$ cat src/rtl/serial_link_pkg.sv
// Shared definitions for the single-wire serial link (transmitter FSM encoding, idle level).
// Latency: n/a (types and constants only).
// Backpressure: n/a.
package serial_link_pkg;

  // Transmitter FSM encoding; 2'b11 is unused and decodes back to IDLE.
  typedef enum logic [1:0] {
    ST_IDLE  = 2'b00,
    ST_SHIFT = 2'b01,
    ST_DONE  = 2'b10
  } state_t;

  // Level held on the line whenever no pattern bit is being sent.
  localparam logic IDLE_BIT_DEFAULT = 1'b0;

endpackage

$ cat src/rtl/serial_pattern_tx_if.sv
// Control/data bundle between the stimulus controller and the serial transmitter.
// Latency: n/a (wires only).
// Backpressure: none; start is simply ignored while the transmitter is busy.
// Ports: start/pattern/reps/abort flow controller -> transmitter,
//        w/w_valid/busy/done flow transmitter -> controller and line.
interface serial_pattern_tx_if #(
  parameter int WIDTH = 8,
  parameter int REP_W = 4
);
  logic             start;
  logic [WIDTH-1:0] pattern;
  logic [REP_W-1:0] reps;
  logic             abort;
  logic             w;
  logic             w_valid;
  logic             busy;
  logic             done;

  modport master (
    output start, pattern, reps, abort,
    input  w, w_valid, busy, done
  );

  modport slave (
    input  start, pattern, reps, abort,
    output w, w_valid, busy, done
  );
endinterface

$ cat src/rtl/serial_pattern_tx_piso_reg.sv
// Parallel-in serial-out shift register, MSB first, zero fill from the LSB end.
// Latency: loaded word's MSB appears on sout the cycle after load.
// Backpressure: none; priority is clear > load > shift.
// Ports: clk, reset (async high), clear/load/shift_en controls, din parallel word, sout serial bit.
module piso_reg #(
  parameter int WIDTH = 8
) (
  input  logic             clk,
  input  logic             reset,
  input  logic             clear,
  input  logic             load,
  input  logic             shift_en,
  input  logic [WIDTH-1:0] din,
  output logic             sout
);

  logic [WIDTH-1:0] q;

  always_ff @(posedge clk or posedge reset) begin
    if (reset) begin
      q <= '0;
    end else if (clear) begin
      q <= '0;
    end else if (load) begin
      q <= din;
    end else if (shift_en) begin
      q <= {q[WIDTH-2:0], 1'b0};
    end
  end

  assign sout = q[WIDTH-1];

endmodule

$ cat src/rtl/serial_pattern_tx.sv
// Serial pattern transmitter: shifts a captured word out MSB-first, repeated reps times (0 acts as 1).
// Latency: start at edge t -> first bit in cycle t+1, last bit t+W*R, done t+W*R+1, idle t+W*R+2.
// Backpressure: start is accepted only in IDLE; starts while busy are dropped, abort cancels.
// Ports: clk, reset (async high), bus (slave side of serial_pattern_tx_if).
module serial_pattern_tx
  import serial_link_pkg::*;
#(
  parameter int   WIDTH    = 8,
  parameter int   REP_W    = 4,
  parameter logic IDLE_BIT = IDLE_BIT_DEFAULT
) (
  input  logic                 clk,
  input  logic                 reset,
  serial_pattern_tx_if.slave   bus
);

  localparam int             CW       = $clog2(WIDTH);
  localparam logic [CW-1:0]  LAST_IDX = CW'(WIDTH - 1);

  state_t            state;
  state_t            next_state;
  logic [WIDTH-1:0]  shadow;
  logic [CW-1:0]     bit_cnt;
  logic [REP_W-1:0]  rep_cnt;

  logic              accept;
  logic              last_bit;
  logic              more_reps;
  logic              shifting;

  logic              piso_clear;
  logic              piso_load;
  logic              piso_shift;
  logic [WIDTH-1:0]  piso_din;
  logic              sout;

  // abort beats a simultaneous start in IDLE
  assign accept    = (state == ST_IDLE) && bus.start && !bus.abort;
  assign last_bit  = (bit_cnt == '0);
  assign more_reps = (rep_cnt > REP_W'(1));
  assign shifting  = (state == ST_SHIFT) && !bus.abort;

  // ---------------- state register ----------------
  always_ff @(posedge clk or posedge reset) begin
    if (reset) begin
      state <= ST_IDLE;
    end else begin
      state <= next_state;
    end
  end

  // ---------------- next-state logic ----------------
  always_comb begin
    next_state = state;
    case (state)
      ST_IDLE: begin
        if (accept) next_state = ST_SHIFT;
      end
      ST_SHIFT: begin
        if (bus.abort)                  next_state = ST_IDLE;
        else if (last_bit && !more_reps) next_state = ST_DONE;
      end
      ST_DONE: begin
        next_state = ST_IDLE;
      end
      default: begin
        next_state = ST_IDLE;
      end
    endcase
  end

  // ---------------- output decode (Moore, from registers only) ----------------
  always_comb begin
    bus.w       = IDLE_BIT;
    bus.w_valid = 1'b0;
    bus.busy    = 1'b0;
    bus.done    = 1'b0;
    case (state)
      ST_SHIFT: begin
        bus.w       = sout;
        bus.w_valid = 1'b1;
        bus.busy    = 1'b1;
      end
      ST_DONE: begin
        bus.busy = 1'b1;
        bus.done = 1'b1;
      end
      default: begin
      end
    endcase
  end

  // ---------------- counters and pattern shadow ----------------
  always_ff @(posedge clk or posedge reset) begin
    if (reset) begin
      shadow  <= '0;
      bit_cnt <= '0;
      rep_cnt <= '0;
    end else if (accept) begin
      shadow  <= bus.pattern;
      bit_cnt <= LAST_IDX;
      rep_cnt <= (bus.reps == '0) ? REP_W'(1) : bus.reps;
    end else if ((state == ST_SHIFT || state == ST_DONE) && bus.abort) begin
      bit_cnt <= '0;
      rep_cnt <= '0;
    end else if (shifting) begin
      if (last_bit && more_reps) begin
        // back-to-back repetition: no gap cycle between words
        bit_cnt <= LAST_IDX;
        rep_cnt <= rep_cnt - REP_W'(1);
      end else if (!last_bit) begin
        bit_cnt <= bit_cnt - CW'(1);
      end
    end
  end

  // ---------------- shift register control ----------------
  always_comb begin
    piso_clear = (state == ST_SHIFT || state == ST_DONE) && bus.abort;
    piso_load  = accept || (shifting && last_bit && more_reps);
    piso_shift = shifting;
    piso_din   = accept ? bus.pattern : shadow;
  end

  piso_reg #(
    .WIDTH (WIDTH)
  ) u_piso (
    .clk      (clk),
    .reset    (reset),
    .clear    (piso_clear),
    .load     (piso_load),
    .shift_en (piso_shift),
    .din      (piso_din),
    .sout     (sout)
  );

endmodule

$ cat src/flat_wrapper.sv
// flat-port wrapper written by rule: the top's interface ports become plain ports
module serial_pattern_tx_flat import serial_link_pkg::*;
#(
  parameter int   WIDTH    = 8,
  parameter int   REP_W    = 4,
  parameter logic IDLE_BIT = IDLE_BIT_DEFAULT
)
  (clk, reset, bus_start, bus_pattern, bus_reps, bus_abort, bus_w, bus_w_valid, bus_busy, bus_done);
  serial_pattern_tx_if #(.WIDTH(WIDTH), .REP_W(REP_W)) bus_i ();
  input  logic clk;
  input  logic reset;
  input wire logic [$bits(bus_i.start)-1:0] bus_start;
  input wire logic [$bits(bus_i.pattern)-1:0] bus_pattern;
  input wire logic [$bits(bus_i.reps)-1:0] bus_reps;
  input wire logic [$bits(bus_i.abort)-1:0] bus_abort;
  output wire logic [$bits(bus_i.w)-1:0] bus_w;
  output wire logic [$bits(bus_i.w_valid)-1:0] bus_w_valid;
  output wire logic [$bits(bus_i.busy)-1:0] bus_busy;
  output wire logic [$bits(bus_i.done)-1:0] bus_done;
  assign bus_i.start = bus_start;
  assign bus_i.pattern = bus_pattern;
  assign bus_i.reps = bus_reps;
  assign bus_i.abort = bus_abort;
  assign bus_w = bus_i.w;
  assign bus_w_valid = bus_i.w_valid;
  assign bus_busy = bus_i.busy;
  assign bus_done = bus_i.done;
  serial_pattern_tx #(.WIDTH(WIDTH), .REP_W(REP_W), .IDLE_BIT(IDLE_BIT)) u_core (.clk(clk), .reset(reset), .bus(bus_i));
endmodule
$ cat config.mk
export PLATFORM = sky130hd
export DESIGN_NAME = serial_pattern_tx_flat
export DESIGN_NICKNAME = d
export VERILOG_FILES = /design/src/rtl/serial_link_pkg.sv /design/src/rtl/serial_pattern_tx_if.sv /design/src/rtl/serial_pattern_tx_piso_reg.sv /design/src/rtl/serial_pattern_tx.sv /design/src/flat_wrapper.sv
export SDC_FILE = /design/constraint.sdc
export NUM_CORES = 1
export LEC_CHECK = 0
export BUFFER_PORTS_ARGS = -buffer_cell sky130_fd_sc_hd__buf_4
export CORE_MARGIN = 4
export CORE_UTILIZATION = 50
export CTS_CLUSTER_SIZE = 25
export DETAILED_ROUTE_END_ITERATION = 8
export PLACE_DENSITY = 0.81
export REMOVE_ABC_BUFFERS = 1
export SETUP_SLACK_MARGIN = 0.02
export SLEW_MARGIN = 40
export SYNTH_ARGS = -nofsm -noshare
export SYNTH_HDL_FRONTEND = slang
export SYNTH_SLANG_ARGS = --single-unit
$ cat constraint.sdc
create_clock -name clk -period 3.8 [get_ports clk]
set_input_delay 0.19 -clock clk [delete_from_list [all_inputs] [get_ports clk]]
set_output_delay 0.19 -clock clk [all_outputs]
set_load 0.01 [all_outputs]
# After elaboration in Yosys (flattened, before gate mapping)
# Cells that the tools add are included.
# word_totals
register_bits,25
in_bits,16
output_inout_bits,4
word_cells,57
# classes
n_addsub,2
order_cmp,1
eq_ne,5
muxes,22
reduce_logical,22
# ops
cell,n
8-bit two-way mux,4
4-bit two-way mux,5
3-bit two-way mux,5
3-bit nonzero test,3
1-bit logical AND,8
2-bit two-way mux,3
2-bit AND reduction,3
4-bit by 1-bit greater-than comparator with 1-bit output (second input constant),1
4-bit logical NOT,1
1-bit two-way mux,4
4-bit by 3-bit inequality test with 1-bit output (second input constant),1
2-bit case mux with 2 select lines,1
4-bit by 1-bit subtractor with 4-bit output (second input constant),1
3-bit logical NOT,1
3-bit by 2-bit inequality test with 1-bit output (second input constant),1
3-bit by 1-bit subtractor with 3-bit output (second input constant),1
2-bit by 1-bit equality test with 1-bit output (second input constant),1
2-bit equality test (second input constant),1
1-bit logical NOT,2
2-bit logical NOT,1
1-bit logical OR,2
2-bit by 1-bit inequality test with 1-bit output (second input constant),1
2-bit OR reduction,1

# Logic depth before layout (Yosys ltp)
# depth
word_depth,7
mapped_depth,8
ltp_nobuf,6

# Hierarchy
# Synthesis repeated with hierarchy kept, for this count alone.
# unflattened
hier_cells,123
hier_area_um2,1402.6
# modules_own_cells
module,instances,cells_per_inst,area_each_um2,seq_area_each_um2
serial_pattern_tx,1,87,989.7,425.4
piso_reg,1,36,412.9,200.2

# Least setup slack after synthesis
# OpenSTA, ideal clock, no wires.
# synth_path
path_kind,register to register
start,register u_core.rep_cnt[0]
end,register u_core.u_piso.q[7]
setup_time_ns,0.126
t_arrival_ns,1.541
t_required_ns,3.674
path_slack_ns,2.133
path_stages_with_launch,8
n_path_buf,1
synth_period_minus_slack_ns,1.667
cell_sequence,dfrtp_1 inv_1 ha_1 nor2_1 o31ai_1 buf_2 a21oi_1 a221o_1
# synth_via
elab_chain_len,5
word_cells_on_any_way,6
cone_classes,order compare (1); mux (2); reduce/logical (3)
# synth_rtl
element,line_no,source
from (decl),serial_pattern_tx.sv:24,logic [REP_W-1:0] rep_cnt;
from (signal assigned),serial_pattern_tx.sv:102,rep_cnt <= (bus.reps == '0) ? REP_W'(1) : bus.reps;
from (signal assigned),serial_pattern_tx.sv:110,rep_cnt <= rep_cnt - REP_W'(1);
4-bit by 1-bit greater-than comparator with 1-bit output *,serial_pattern_tx.sv:40,assign more_reps = (rep_cnt > REP_W'(1));
1-bit logical AND *,serial_pattern_tx.sv:120,piso_load = accept || (shifting && last_bit && more_reps);
1-bit logical OR *,serial_pattern_tx.sv:120,
8-bit two-way mux,serial_pattern_tx_piso_reg.sv:24,end else if (load) begin
8-bit two-way mux,serial_pattern_tx_piso_reg.sv:22,end else if (clear) begin
to (signal assigned),serial_pattern_tx_piso_reg.sv:25,q <= din;
to (signal assigned),serial_pattern_tx_piso_reg.sv:27,"q <= {q[WIDTH-2:0], 1'b0};"
to (decl),serial_pattern_tx_piso_reg.sv:17,logic [WIDTH-1:0] q;
# Every way passes the cells marked *; elsewhere a longest branch is shown, timed or not.
# A chain may end at the register's enable or synchronous reset.

# Worst setup path after layout
# layout_path
start,register u_core.state[0]
end,register u_core.u_piso.q[2]
# layout_via
elab_chain_len,7
word_cells_on_any_way,15
cone_classes,eq/ne (2); mux (3); reduce/logical (10)
# layout_rtl
element,line_no,source
from (decl),serial_pattern_tx.sv:20,state_t state;
from (signal assigned),serial_pattern_tx.sv:48,state <= next_state;
2-bit by 1-bit equality test with 1-bit output,"serial_pattern_tx.sv:41, serial_pattern_tx.sv:119",
1-bit logical AND,serial_pattern_tx.sv:41,assign shifting = (state == ST_SHIFT) && !bus.abort;
1-bit logical AND (2 in a row),serial_pattern_tx.sv:120,
1-bit logical OR,serial_pattern_tx.sv:120,
8-bit two-way mux,serial_pattern_tx_piso_reg.sv:24,
8-bit two-way mux,serial_pattern_tx_piso_reg.sv:22,
# Parallel ways exist; a longest one is shown, timed or not.

==> results.toml <==
[yosys]
syn-cell-area_um2 = 1409
synth_edf_count = 0
cells_after_synthesis = 148
ys_dominant_reg_cell = "dfrtp_1"
netlist_cell_types = 39
avgSynthCellArea_um2 = 9.519
yosysWarningCount = 0
synthArstFlopShare_pct = 100.0
yosysSeqAreaShare_pct = 44.40
synth.ff_latch_count = 25

[clock_tree]
cts_buffer_depth = 2
worstSkewPairLatency_ns = 0.32
htree_num_levels = 1
path_clk_slew_ns = 0.14
cts_tree = "built"
clock_tree.root_cell = "clkbuf_4"
cts_made_buffers = 3
clkSinkCount = 25

[critical_path]
r2r_setup_slk_ns = 1.53
worst_ep_required_time_ns = 4.02
worstReg2RegStart = "u_core.state[0]"
crit_path_dat_ns = 2.49
timing.critical_path.from_type = "register"
timing.setup.critical_path_class = "reg -> reg"
critical_path.cell_chain = "inv_1 -> ha_1 -> nand3b_1 -> nand2_1 -> nor2_1 -> a221o_1"
timing.critical_path.fanout_max = 20
crit_buf_inv = 1
crit-reg2reg-capture = "u_core.u_piso.q[2]"
endpoint_kind = "register"
reg2regPathDepth = 6
crit_slowest_cell = "nand3b_1"
worst_path_largest_cell_delay_ns = 0.52
critical-path-top-delay-family = "simple AND/OR/NAND/NOR gates"

[power_and_ir_drop]
power_leakage_nw = 0.7632
max-vdd-ir-drop_v = 0.0005176
powerDensity_nw_per_um2 = 772.4
fin_total_pwr_mw = 1.228

[flow_run]
maxCapViolCount = 0

[placed_design]
port_buffers = 19
globalplace.congestion = 0.8790
dpl.hpwl_mm = 2.235

[hold_path]
worstHoldStart = "bus_pattern[5]"
min_delay_worst_endpoint = "u_core.shadow[5]"
type_of_the_worst_min_delay_path = "in -> reg"
hold_depth = 3

[final_layout]
antenna_cells_inserted = 0
final_core_occ_pct = 61.40
drive_above_1_share_pct = 20.96
fillers = 226
final_net_count = 192
area.growth.synth_to_final_pct = 12.88

[outcome]
outcome = "finished, final reports clean"

[route]
vias = 1168
ant_nets = 0
detailed_routing_iteration_count_for_the_pre_antenna_repair_pass = 5
viasPerCell = 5.929
first_iter_violations = 25
wl_mm = 2.982
routed_wire_length_per_instance_um = 15.14
drc = 0

[sta]
setup_repair_after_global_routing_missed_its_margin = "false"
min_period_over_period_pct = 59.66
final-hold-violation-count = 0
timing.final.crit_period_ns = 2.267
slew-limit-headroom_pct = 51.92
finalMaxSlewViolations = 0
tightestPinTransition_ns = 0.7191
clock.fmax_mhz = 441.1
setup_viol = 0
finalSetupTns_ns = 0
fin_worst_hold_slack_ns = 0.06210
fin_worst_skew_ns = 0.01267

[die]
row_count = 18
initial_core_util_pct = 54.40
design.core.area_um2 = 2590
die-width_um = 61.08
ios = 20
die-height_um = 61.08
die-area_um2 = 3731

[global_routing]
grt_first_pass_wirelength_mm = 4.968
grt_max_degree = 26
grtUsageTotal_pct = 17.85
overflow = 0
vias_in_the_first_global_route = 1126
grt_antenna_before_repair = 0
-- layout make-up --
cell class,count,area [µm²],area share [%]
repair buffers,21,160.2,10.07
inverters,9,33.78,2.124
well taps,30,37.54,2.360
clock buffers,4,26.28,1.652
flip-flops and latches,25,625.6,39.34
multi-input cells,108,706.9,44.45
-- where the power goes --
group          switching [mW]  internal, mW  leakage (nW)  total, mW
logic                   0.378         0.279         0.428      0.657
registers              0.0702         0.383         0.320      0.453
clock network          0.0774        0.0410        0.0150      0.118
-- synthesized netlist by cell type (3+ instances only) --
cell / count / share of area [%]
a21oi_1: 5 / 1.8
a221o_1: 4 / 2.8
buf_2: 4 / 1.4
dfrtp_1: 25 / 44
ha_1: 8 / 7.1
inv_1: 9 / 2.4
mux2_2: 3 / 2.4
nand2_1: 30 / 8.0
nor2_1: 12 / 3.2
o21ai_0: 10 / 3.6
o2bb2ai_1: 3 / 1.9
-- stage by stage --
| stage | worst slack, ns | area [µm²] | instances |
|---|---|---|---|
| after floorplan | 1.652 | 1366 | 142 |
| after global placement | 1.684 | 1554 | 192 |
| after detailed placement | 1.566 | 1554 | 192 |
| after CTS | 1.542 | 1590 | 197 |
| after global routing | 1.318 | 1590 | 197 |
| final | 1.533 | 1590 | 197 |
-- placed cells by master, fill, tap and decap left out, types with 3 or more instances in the layout --
| cell | instances |
|---|---|
| nand2_1 | 30 |
| dfrtp_1 | 25 |
| buf_4 | 20 |
| nor2_1 | 12 |
| o21ai_0 | 10 |
| inv_1 | 8 |
| ha_1 | 8 |
| a21oi_1 | 5 |
| a221o_1 | 4 |
| mux2_2 | 3 |
| o2bb2ai_1 | 3 |
| clkbuf_4 | 3 |
-- state kept, by name, indices dropped and copies added (netlist names) --
| name | cells |
|---|---|
| u_core.state | 2 |
| u_core.bit_cnt | 3 |
| u_core.u_piso.q | 8 |
| u_core.shadow | 8 |
| u_core.rep_cnt | 4 |
-- per-layer routing --
metal | vias up | wire [µm] | track usage, %
met3 | 8 | 127 | 2.096
met4 | 0 | 70 | 9.907
met2 | 36 | 1472 | 27.79
met5 | - | 0 | 0
met1 | 555 | 1311 | 24.23
li1 | 569 | - | -
-- worst min-delay path, cell delays in order --
cell     delay, ns
buf_4         0.08
nand2_1       0.04
nand2_1       0.05
-- worst max-delay path by stage --
stage,startpoint,to,depth (start not counted)
4_1_cts,u_core.state[0],u_core.u_piso.q[2],6
3_5_place_dp,u_core.state[0],u_core.u_piso.q[2],6
5_1_grt,u_core.state[0],u_core.u_piso.q[2],6
3_3_place_gp,u_core.state[0],u_core.u_piso.q[2],6
6_report,u_core.state[0],u_core.u_piso.q[2],6
2_1_floorplan,u_core.rep_cnt[0],u_core.u_piso.q[7],6
-- cells by family after synthesis --
kind of cell               count (synthesis)  share of synthesized area [%]
and+or+nand+nor                           57                          18.30
AOI/OAI and AO/OA                         38                          20.78
DFF                                       25                          44.40
buffers and inverters                     15                          5.417
adders and majority gates                  8                          7.105
muxes                                      5                          3.996
-- timing repair --
action,in CTS,in global routing
hold buffers,1,0
hold endpoints to repair,25,0
resized for setup,0,0
setup buffers,0,0
Note: power is estimated with default switching activity, not from simulation.
